File: src/rtl/div_pkg.sv
// Shared definitions for the sequential signed divider.
//   DIV_W   : default operand / quotient / remainder width
//   state_t : controller states
//   QMAX    : positive saturation value of the quotient
//   QMIN    : negative saturation value of the quotient
//   CNT_W   : width of the iteration counter (counts 2*DIV_W steps)
package div_pkg;

  localparam int DIV_W = 8;

  typedef enum logic [1:0] {
    IDLE = 2'd0,
    CALC = 2'd1,
    FIX  = 2'd2,
    DONE = 2'd3
  } state_t;

  localparam logic [DIV_W-1:0] QMAX = 8'h7F;
  localparam logic [DIV_W-1:0] QMIN = 8'h80;

  localparam int CNT_W = $clog2(2 * DIV_W);

endpackage

File: src/rtl/div_restore_step.sv
// One restoring-division iteration, purely combinational.
// Ports:
//   rem_in  : partial remainder before the step (always < dvs)
//   bit_in  : next dividend bit, shifted into the remainder LSB
//   dvs     : divisor magnitude (W+1 bits so that 2^(W-1) is representable)
//   rem_out : partial remainder after the step
//   q_bit   : quotient bit produced by the step
module div_restore_step #(
  parameter int W = 8
) (
  input  logic [W:0] rem_in,
  input  logic       bit_in,
  input  logic [W:0] dvs,
  output logic [W:0] rem_out,
  output logic       q_bit
);

  // The shifted remainder is below 2*dvs, so the trial difference lies in
  // [-dvs, dvs) and one extra sign bit is enough to hold it.
  logic signed [W+1:0] diff;

  assign diff    = signed'({rem_in, bit_in}) - signed'({1'b0, dvs});
  assign q_bit   = (diff >= 0);
  assign rem_out = q_bit ? diff[W:0] : {rem_in[W-1:0], bit_in};

endmodule

File: src/rtl/div16s_seq.sv
// Sequential signed divider: 2*W-bit signed dividend by W-bit signed divisor,
// restoring division on magnitudes, one quotient bit per clock.
// Optional build macro: DIV_APPROX_EN -- clears the low APPROX_LSBS bits of
// the dividend magnitude before dividing (mirrors the approximate multiplier).
// Ports:
//   clk, rst    : clock, synchronous active-high reset
//   in_valid    : operands valid          in_ready  : idle, operands accepted
//   A           : dividend (2*W, signed)  B         : divisor (W, signed)
//   out_valid   : result valid            out_ready : consumer takes result
//   Q, R        : quotient / remainder (W, signed)
//   ovf         : quotient saturated      dz        : divide by zero
module div16s_seq
  import div_pkg::*;
#(
  parameter int W = DIV_W
`ifdef DIV_APPROX_EN
  ,
  parameter int APPROX_LSBS = 4
`endif
) (
  input  logic             clk,
  input  logic             rst,
  input  logic             in_valid,
  output logic             in_ready,
  input  logic [2*W-1:0]   A,
  input  logic [W-1:0]     B,
  output logic             out_valid,
  input  logic             out_ready,
  output logic [W-1:0]     Q,
  output logic [W-1:0]     R,
  output logic             ovf,
  output logic             dz
);

  localparam int DW = 2 * W;
  localparam int CW = (W == DIV_W) ? CNT_W : $clog2(2 * W);

  localparam logic [W-1:0] SAT_POS = (W == DIV_W) ? W'(QMAX) : {1'b0, {(W-1){1'b1}}};
  localparam logic [W-1:0] SAT_NEG = (W == DIV_W) ? W'(QMIN) : {1'b1, {(W-1){1'b0}}};

  // Largest quotient magnitudes that still fit for each result sign.
  localparam logic [DW:0] QPOS_LIM = (DW+1)'((1 << (W-1)) - 1);
  localparam logic [DW:0] QNEG_LIM = (DW+1)'(1 << (W-1));

`ifdef DIV_APPROX_EN
  localparam logic [DW:0] APPROX_MASK = ~((DW+1)'((1 << APPROX_LSBS) - 1));
`endif

  function automatic logic [W-1:0] sat_q(input logic neg);
    return neg ? SAT_NEG : SAT_POS;
  endfunction

  function automatic logic [W-1:0] apply_sign(input logic [W-1:0] mag, input logic neg);
    return neg ? (~mag + 1'b1) : mag;
  endfunction

  state_t state, state_nxt;

  logic [CW-1:0] cnt;
  logic [DW-1:0] dvd_sh;   // remaining dividend bits, MSB first
  logic [DW-1:0] quo_lo;   // quotient bits produced by the CALC steps
  logic          quo_hi;   // quotient bit 2*W, resolved at capture
  logic [W:0]    rem;
  logic [W:0]    b_mag;
  logic          q_neg;
  logic          r_neg;

  logic [W-1:0]  q_r;
  logic [W-1:0]  r_r;
  logic          ovf_r;
  logic          dz_r;

  logic               accept;
  logic signed [DW:0] a_ext;
  logic [DW:0]        a_mag;
  logic [DW:0]        a_mag_eff;
  logic signed [W:0]  b_ext;
  logic [W:0]         b_mag_c;
  logic               b_zero;
  logic               top_fit;
  logic [W:0]         rem_init;
  logic [W:0]         rem_nxt;
  logic               q_bit;
  logic [DW:0]        q_mag;
  logic               q_ovf;

  assign accept = in_valid && in_ready;

  // Magnitudes are one bit wider than the operands so that the most
  // negative inputs (-2^(2W-1), -2^(W-1)) do not wrap.
  assign a_ext   = {A[DW-1], A};
  assign a_mag   = A[DW-1] ? -a_ext : a_ext;
  assign b_ext   = {B[W-1], B};
  assign b_mag_c = B[W-1] ? -b_ext : b_ext;
  assign b_zero  = (B == '0);

`ifdef DIV_APPROX_EN
  assign a_mag_eff = a_mag & APPROX_MASK;
`else
  assign a_mag_eff = a_mag;
`endif

  // Only 2*W steps run, so the magnitude's top bit (set only for -2^(2W-1))
  // is divided at capture: it yields a quotient bit exactly when |B| == 1,
  // otherwise it simply seeds the partial remainder.
  assign top_fit  = a_mag_eff[DW] && (b_mag_c == (W+1)'(1));
  assign rem_init = {{W{1'b0}}, a_mag_eff[DW] && !top_fit};

  div_restore_step #(.W(W)) u_step (
    .rem_in  (rem),
    .bit_in  (dvd_sh[DW-1]),
    .dvs     (b_mag),
    .rem_out (rem_nxt),
    .q_bit   (q_bit)
  );

  assign q_mag = {quo_hi, quo_lo};
  assign q_ovf = q_neg ? (q_mag > QNEG_LIM) : (q_mag > QPOS_LIM);

  // Controller
  always_ff @(posedge clk) begin
    if (rst) state <= IDLE;
    else     state <= state_nxt;
  end

  always_comb begin
    state_nxt = state;
    case (state)
      IDLE: if (accept) state_nxt = b_zero ? DONE : CALC;
      CALC: if (cnt == '0) state_nxt = FIX;
      FIX:  state_nxt = DONE;
      DONE: if (out_ready) state_nxt = IDLE;
      default: state_nxt = IDLE;
    endcase
  end

  assign in_ready  = (state == IDLE) && !rst;
  assign out_valid = (state == DONE);

  // Working registers: capture in IDLE, one restoring step per CALC cycle
  always_ff @(posedge clk) begin
    case (state)
      IDLE: begin
        if (accept) begin
          dvd_sh <= a_mag_eff[DW-1:0];
          quo_hi <= top_fit;
          quo_lo <= '0;
          rem    <= rem_init;
          b_mag  <= b_mag_c;
          q_neg  <= A[DW-1] ^ B[W-1];
          r_neg  <= A[DW-1];
          cnt    <= CW'(DW - 1);
        end
      end
      CALC: begin
        rem    <= rem_nxt;
        dvd_sh <= {dvd_sh[DW-2:0], 1'b0};
        quo_lo <= {quo_lo[DW-2:0], q_bit};
        cnt    <= cnt - 1'b1;
      end
      default: ;
    endcase
  end

  // Result registers: divide-by-zero resolves at capture, normal results in FIX
  always_ff @(posedge clk) begin
    if (rst) begin
      q_r   <= '0;
      r_r   <= '0;
      ovf_r <= 1'b0;
      dz_r  <= 1'b0;
    end else if (state == IDLE && accept && b_zero) begin
      q_r   <= sat_q(A[DW-1]);
      r_r   <= A[W-1:0];
      ovf_r <= 1'b0;
      dz_r  <= 1'b1;
    end else if (state == FIX) begin
      q_r   <= q_ovf ? sat_q(q_neg) : apply_sign(quo_lo[W-1:0], q_neg);
      // rem < |B| <= 2^(W-1), so its magnitude always fits in W bits
      r_r   <= apply_sign(rem[W-1:0], r_neg);
      ovf_r <= q_ovf;
      dz_r  <= 1'b0;
    end
  end

  assign Q   = q_r;
  assign R   = r_r;
  assign ovf = ovf_r;
  assign dz  = dz_r;

endmodule

File: config.mk
export PLATFORM = sky130hd
export DESIGN_NAME = div16s_seq
export DESIGN_NICKNAME = d
export VERILOG_FILES = /design/src/rtl/div_pkg.sv /design/src/rtl/div_restore_step.sv /design/src/rtl/div16s_seq.sv
export SDC_FILE = /design/constraint.sdc
export NUM_CORES = 1
export LEC_CHECK = 0
export CAP_MARGIN = 20
export CORE_ASPECT_RATIO = 0.9
export CORE_MARGIN = 2
export CORE_UTILIZATION = 61
export CTS_CLUSTER_SIZE = 28
export DETAILED_ROUTE_END_ITERATION = 8
export PLACE_DENSITY_LB_ADDON = 0.1
export RECOVER_POWER = 50
export SLEW_MARGIN = 20
export SYNTH_ARGS = -nofsm -noshare
export SYNTH_HDL_FRONTEND = slang
export SYNTH_SLANG_ARGS = --single-unit
File: constraint.sdc
create_clock -name clk -period 9.2 [get_ports clk]
set_clock_uncertainty 0.2 [all_clocks]
set_input_delay 0.92 -clock clk [delete_from_list [all_inputs] [get_ports clk]]
set_output_delay 0.92 -clock clk [all_outputs]
set_load 0.03 [all_outputs]
Yosys cells after proc, flatten, opt, wreduce, memory -nomap -nowiden. Cells that the tools add are included.

Output and inout port bits: 20. Bits in registers: 77. Logic and storage cells: 77. Input port bits: 28.

Multiplexer cells: 28. Bitwise operators: 3. Magnitude comparators: 3. Equal/unequal tests: 7. Reductions and logical operators: 17. Add/subtract/negate cells: 6.

Operator list (count): 8-bit 2-to-1 mux (9); 16-bit case mux with 2 select lines (2); 16-bit 2-to-1 mux (2); 9-bit 2-to-1 mux (3); 9-bit case mux with 2 select lines (1); 17-bit by 7-bit > comparator with 1-bit output (second input constant) (1); 17-bit by 8-bit > comparator with 1-bit output (second input constant) (1); 17-bit 2-to-1 mux (1); 16-bit negator with 17-bit output (1); 8-bit by 1-bit adder with 8-bit output (second input constant) (2); 8-bit inverter (2); 10-bit by 1-bit greater-or-equal comparator with 1-bit output (second input constant) (1); 10-bit subtractor (1); 9-bit by 1-bit == test with 1-bit output (second input constant) (1); 8-bit negator with 9-bit output (1); 8-bit logical NOT (1); 2-bit 2-to-1 mux (4); 2-bit case mux with 4 select lines (1); 4-bit case mux with 2 select lines (1); 1-bit logical AND (6); 2-bit == test (second input constant) (2); 4-bit logical NOT (1); 4-bit 2-to-1 mux (1); 2-bit != test (second input constant) (2); 11 further kinds (16).

Depth between registers and ports, before layout.
Depth after elaboration: 8. Mapped depth: 9. Mapped depth without buffers: 9.

Hierarchy. From an unflattened synthesis, not the netlist that was laid out.

Cells, all modules: 431. Area, all modules: 4516.8 µm².

Modules (own cells, without submodules): div16s_seq (seq. area each 2112.0 µm², instances 1, cells each 360, area each 3941.3 µm²); div_restore_step (seq. area each 0.0 µm², instances 1, cells each 71, area each 575.6 µm²).

Worst setup path after synthesis. No wires, ideal clock.

Path type: flip-flop to flip-flop. From: reg state[1]. To: reg cnt[0] (enable). Cell stages (with the launch flop): 5. Setup time: 510 ps. Clock period less this slack: 4587 ps. Arrival: 3878 ps. Setup slack: 4613 ps. Cell sequence: dfxtp_1 > inv_1 > ha_1 > inv_1 > o21ai_0.

Word-level cells in the longest chain between the ends: 5.

Ends and longest elaborated chain: start, declared (RTL line div16s_seq.sv:57) `state_t state, state_nxt;`; start signal, assigned (RTL line div16s_seq.sv:123) `else state <= state_nxt;`; 2-bit logical NOT (RTL line div16s_seq.sv:137, div16s_seq.sv:142); 1-bit logical AND (RTL line div16s_seq.sv:137) `assign in_ready = (state == IDLE) && !rst;`; 1-bit logical AND (RTL line div16s_seq.sv:87) `assign accept = in_valid && in_ready;`; 2-bit != test (no line); 2-bit AND reduction (no line) *; end signal, assigned (RTL line div16s_seq.sv:152) `cnt <= CW'(DW - 1);`; end signal, assigned (RTL line div16s_seq.sv:159) `cnt <= cnt - 1'b1;`; end, declared (RTL line div16s_seq.sv:59) `logic [CW-1:0] cnt;`.

Every way passes the cells marked *; elsewhere a longest branch is shown, timed or not. A chain may end at the register's enable or synchronous reset.

Worst setup path in the final report.
From: in rst. To: out in_ready.

Word-level cells in the longest chain between the ends: 2.

Ends and longest elaborated chain: start, declared (RTL line div16s_seq.sv:22) `input logic rst,`; 1-bit logical NOT (RTL line div16s_seq.sv:137); 1-bit logical AND (RTL line div16s_seq.sv:137); end, declared (RTL line div16s_seq.sv:24) `output logic in_ready,`.

No other way between the ends.

==> results.rst <==
.. list-table::
   :header-rows: 1

   * - Metric
     - Value
   * - Run status
     - complete, but fails checks
   * - Violations in the final reports
     - capacitance limit, slew limit
   * - Largest area contributor in the synthesized netlist
     - sky130_fd_sc_hd__edfxtp_1
   * - Kind of launch point of the worst setup path
     - input port
   * - Worst Hold Launch
     - dz
   * - Worst Reg-to-Reg Cells
     - 7
   * - Number of failing setup endpoints in the final timing report
     - 0
   * - WP data arrival
     - 2.69 ns
   * - Number of setup buffers added after CTS
     - 0
   * - Post-route fraction of the period consumed by the critical path
     - 41.4%
   * - Clock insertion delay at the later pin of the skew report
     - 0.35 ns
   * - Number of standard cells in the final layout excluding fillers
     - 591
   * - Initial Util
     - 62.5%
   * - Fill cell total of the finished layout
     - 526
   * - CTS buffer count
     - 9
   * - Top area cells in the synthesized netlist
     - sky130_fd_sc_hd__edfxtp_1, sky130_fd_sc_hd__dfxtp_1, sky130_fd_sc_hd__ha_1
   * - Synth async-reset ratio
     - 0%
   * - Die extent in x
     - 93.3 um
   * - Drt wl/cell
     - 16.3 um
   * - Setup total negative slack
     - 0 ns
   * - Share of the synthesized area in the top cell type
     - 39.1%
   * - Cells on Worst Hold Path
     - 2
   * - Static power due to leakage
     - 1.92 nW
   * - Yosys Warn Count
     - 0
   * - Drt total wl
     - 9.63 mm
   * - Count of inserted antenna diode cells
     - 0
   * - Slew @ Worst Pin
     - 1.78 ns
   * - Hold Crit Endpoint
     - dz
   * - Iteration count of the initial detailed-routing pass
     - 5
   * - Power Density
     - 264 nW/um^2
   * - Vias per std cell
     - 5.91
   * - Final antenna-violating net count
     - 0
   * - Global-route wire length before repair
     - 16.1 mm
   * - Core region area
     - 7000 um^2
   * - Number of primary I/O pins
     - 48
   * - Worst flop-to-flop path endpoint
     - rem[6]
   * - Number of vias after detailed routing
     - 3490
   * - Number of remaining DRC errors
     - 0
   * - Synth-to-layout area growth
     - 16.7%
   * - Residual overflow from global routing
     - 0
   * - Total of buffers placed on input and output ports
     - 47
   * - Number of synthesized flops with an enable pin
     - 57
   * - Sequential share of the synthesized area
     - 48.3%
   * - Internal reg-to-reg setup slack
     - 5.96 ns
   * - Distinct cell type count of the synthesized netlist
     - 47
   * - Hold-fix buffers at CTS
     - 0
   * - Net count reported at finish
     - 542
   * - Clk root buf
     - sky130_fd_sc_hd__clkbuf_8
   * - Maximum root-to-sink buffer count
     - 2
   * - Fin crit period
     - 3.81 ns
   * - Total number of placement rows
     - 29
   * - Sum of net half-perimeters after detailed placement
     - 6.75 mm
   * - Critical Setup Path Class
     - input port to output port
   * - Max capacitance violation total
     - 1
   * - WP data required
     - 8.08 ns
   * - Predominant post-synthesis flop cell
     - sky130_fd_sc_hd__edfxtp_1
   * - Maximum fanout encountered on the critical timing path
     - 21
   * - Total clock sinks
     - 77
   * - Final-report hold violation count
     - 0
   * - Iteration-0 DRC count of the detailed router
     - 284
   * - Cells after Synth
     - 447
   * - Flop and latch count out of synthesis
     - 77
   * - Number of placed instances with taps included
     - 575
   * - H-tree levels
     - 3
   * - Height of the chip
     - 84.3 um
   * - Gates resized, CTS repair
     - 0
   * - Largest net degree at the start of global routing
     - 49
   * - Netlist area before placement
     - 4380 um^2
   * - Vias in the first global route
     - 3416
   * - Total GRT Usage
     - 26.0%
   * - Proportion of layout cells with a drive suffix above 1
     - 4.22%
   * - Pins Over Slew Limit
     - 49
   * - Number of antenna violations at the first check in global routing
     - 0
   * - CTS tree
     - done
   * - Setup repair after global routing missed its margin
     - false
   * - Clock-pin slew reported for the worst setup and hold paths after clock tree synthesis
     - 0.09 ns
   * - Max-slew headroom
     - -18.9%
   * - Synthesized area per cell
     - 9.79 um^2
   * - DIE AREA
     - 7870 um^2
   * - Achievable Freq
     - 263 MHz
   * - Final weighted congestion of routability-driven global placement
     - 0.816
   * - Reg-to-reg startpoint
     - rem[0]
   * - Class of the tightest hold or removal check
     - flip-flop to flip-flop
   * - Crit path capture type
     - output port
   * - Maximum vdd drop
     - 0.182 mV
[through the flow]
stage,cell area (um^2),worst slack [ns],utilization [%],hold WS (ns),total power (W)
6_report,5110,5.39,72.9,0.301,0.00135
2_1_floorplan,4380,4.61,-,0.293,0.000952
5_1_grt,5110,5.25,72.9,0.330,0.00144
3_3_place_gp,4940,5.39,70.5,0.288,0.00109
3_5_place_dp,4940,5.40,70.5,0.285,0.00112
4_1_cts,5130,5.39,73.3,0.311,0.00136
[placed cells by master (no fill, tap or decap), drive strengths merged, types with 4 or more instances in the layout]
master / instances
edfxtp: 57
nand2: 46
nor2: 43
o21ai: 34
inv: 30
dlygate4sd3: 24
clkdlybuf4s50: 23
a21oi: 21
dfxtp: 20
a211oi: 20
ha: 20
xor2: 18
xnor2: 18
clkbuf: 13
and2: 13
o31ai: 11
nand3: 11
nor3: 9
or4: 6
nand2b: 6
or3: 6
o41ai: 4
mux2i: 4
nor2b: 4
[power by group]
part           switching (W)  total [W]  internal [W]
clock network       0.000129   0.000244      0.000115
registers          0.0000644   0.000560      0.000496
logic               0.000337   0.000545      0.000208
[state kept, by name, summed over array words and instances (netlist names)]
| register | flops |
|---|---|
| cnt | 4 |
| rem | 9 |
| state | 2 |
| R | 8 |
| ovf | 1 |
| quo_hi | 1 |
| dvd_sh | 16 |
| Q | 8 |
| dz | 1 |
| quo_lo | 16 |
| b_mag | 9 |
| r_neg | 1 |
| q_neg | 1 |
[worst max-delay path by stage]
stage               end  startpoint  slack, ns  cells past startpoint
2_1_floorplan    cnt[0]    state[1]       4.61                      4
3_3_place_gp   in_ready         rst       5.39                      3
3_5_place_dp   in_ready         rst       5.40                      3
4_1_cts        in_ready         rst       5.39                      3
5_1_grt        in_ready         rst       5.25                      3
6_report       in_ready         rst       5.39                      3
[area by class of cell]
cell class                      count  area [um^2]  area share (%)
Inverter                           28          105            2.06
Multi-Input combinational cell    327         2090            41.0
Clock inverter                      5         41.3           0.809
Timing Repair Buffer               50          485            9.51
Tap cell                           93          116            2.28
Clock buffer                       11          151            2.96
Sequential cell                    77         2110            41.4
[worst max-delay path, stage by stage]
cell and delay (ns):
sky130_fd_sc_hd__dlygate4sd3_1 1.00, sky130_fd_sc_hd__nor2b_1 0.14, sky130_fd_sc_hd__clkdlybuf4s50_1 0.63
[cells in the mapped netlist (6+ instances only)]
| cell | count |
|---|---|
| sky130_fd_sc_hd__or3_1 | 6 |
| sky130_fd_sc_hd__xor2_1 | 18 |
| sky130_fd_sc_hd__o31ai_1 | 11 |
| sky130_fd_sc_hd__nand2_1 | 46 |
| sky130_fd_sc_hd__clkbuf_1 | 15 |
| sky130_fd_sc_hd__and2_1 | 13 |
| sky130_fd_sc_hd__edfxtp_1 | 57 |
| sky130_fd_sc_hd__a21oi_1 | 21 |
| sky130_fd_sc_hd__nor2_1 | 43 |
| sky130_fd_sc_hd__nand2b_1 | 6 |
| sky130_fd_sc_hd__or4_1 | 6 |
| sky130_fd_sc_hd__ha_1 | 20 |
| sky130_fd_sc_hd__dfxtp_1 | 20 |
| sky130_fd_sc_hd__xnor2_1 | 18 |
| sky130_fd_sc_hd__nand3_1 | 11 |
| sky130_fd_sc_hd__nor3_1 | 9 |
| sky130_fd_sc_hd__inv_1 | 28 |
| sky130_fd_sc_hd__a211oi_1 | 20 |
| sky130_fd_sc_hd__o21ai_0 | 34 |
[logic make-up after synthesis]
group	after synthesis	synth area share, %
flip-flops	77	48.3
AO/OA/AOI/OAI	105	15.3
adder cells (fa/ha/maj)	21	6.18
AND/OR/NAND/NOR	159	18.2
buffers and inverters	44	3.80
multiplexers	4	0.915
XOR/XNOR	36	7.21
other	1	0.0857
[layer usage]
layer  track usage [%]  vias up  routed length [um]  share of wire [%]
met5                 0        -                   0                  0
met4              8.02        0                 109                1.1
met3              5.66        9                 558                5.8
met2              39.9      137                4510                 47
met1              37.3     1638                4450                 46
li1                  -     1706                   -                  -
Power figures use the tool's default switching activity.
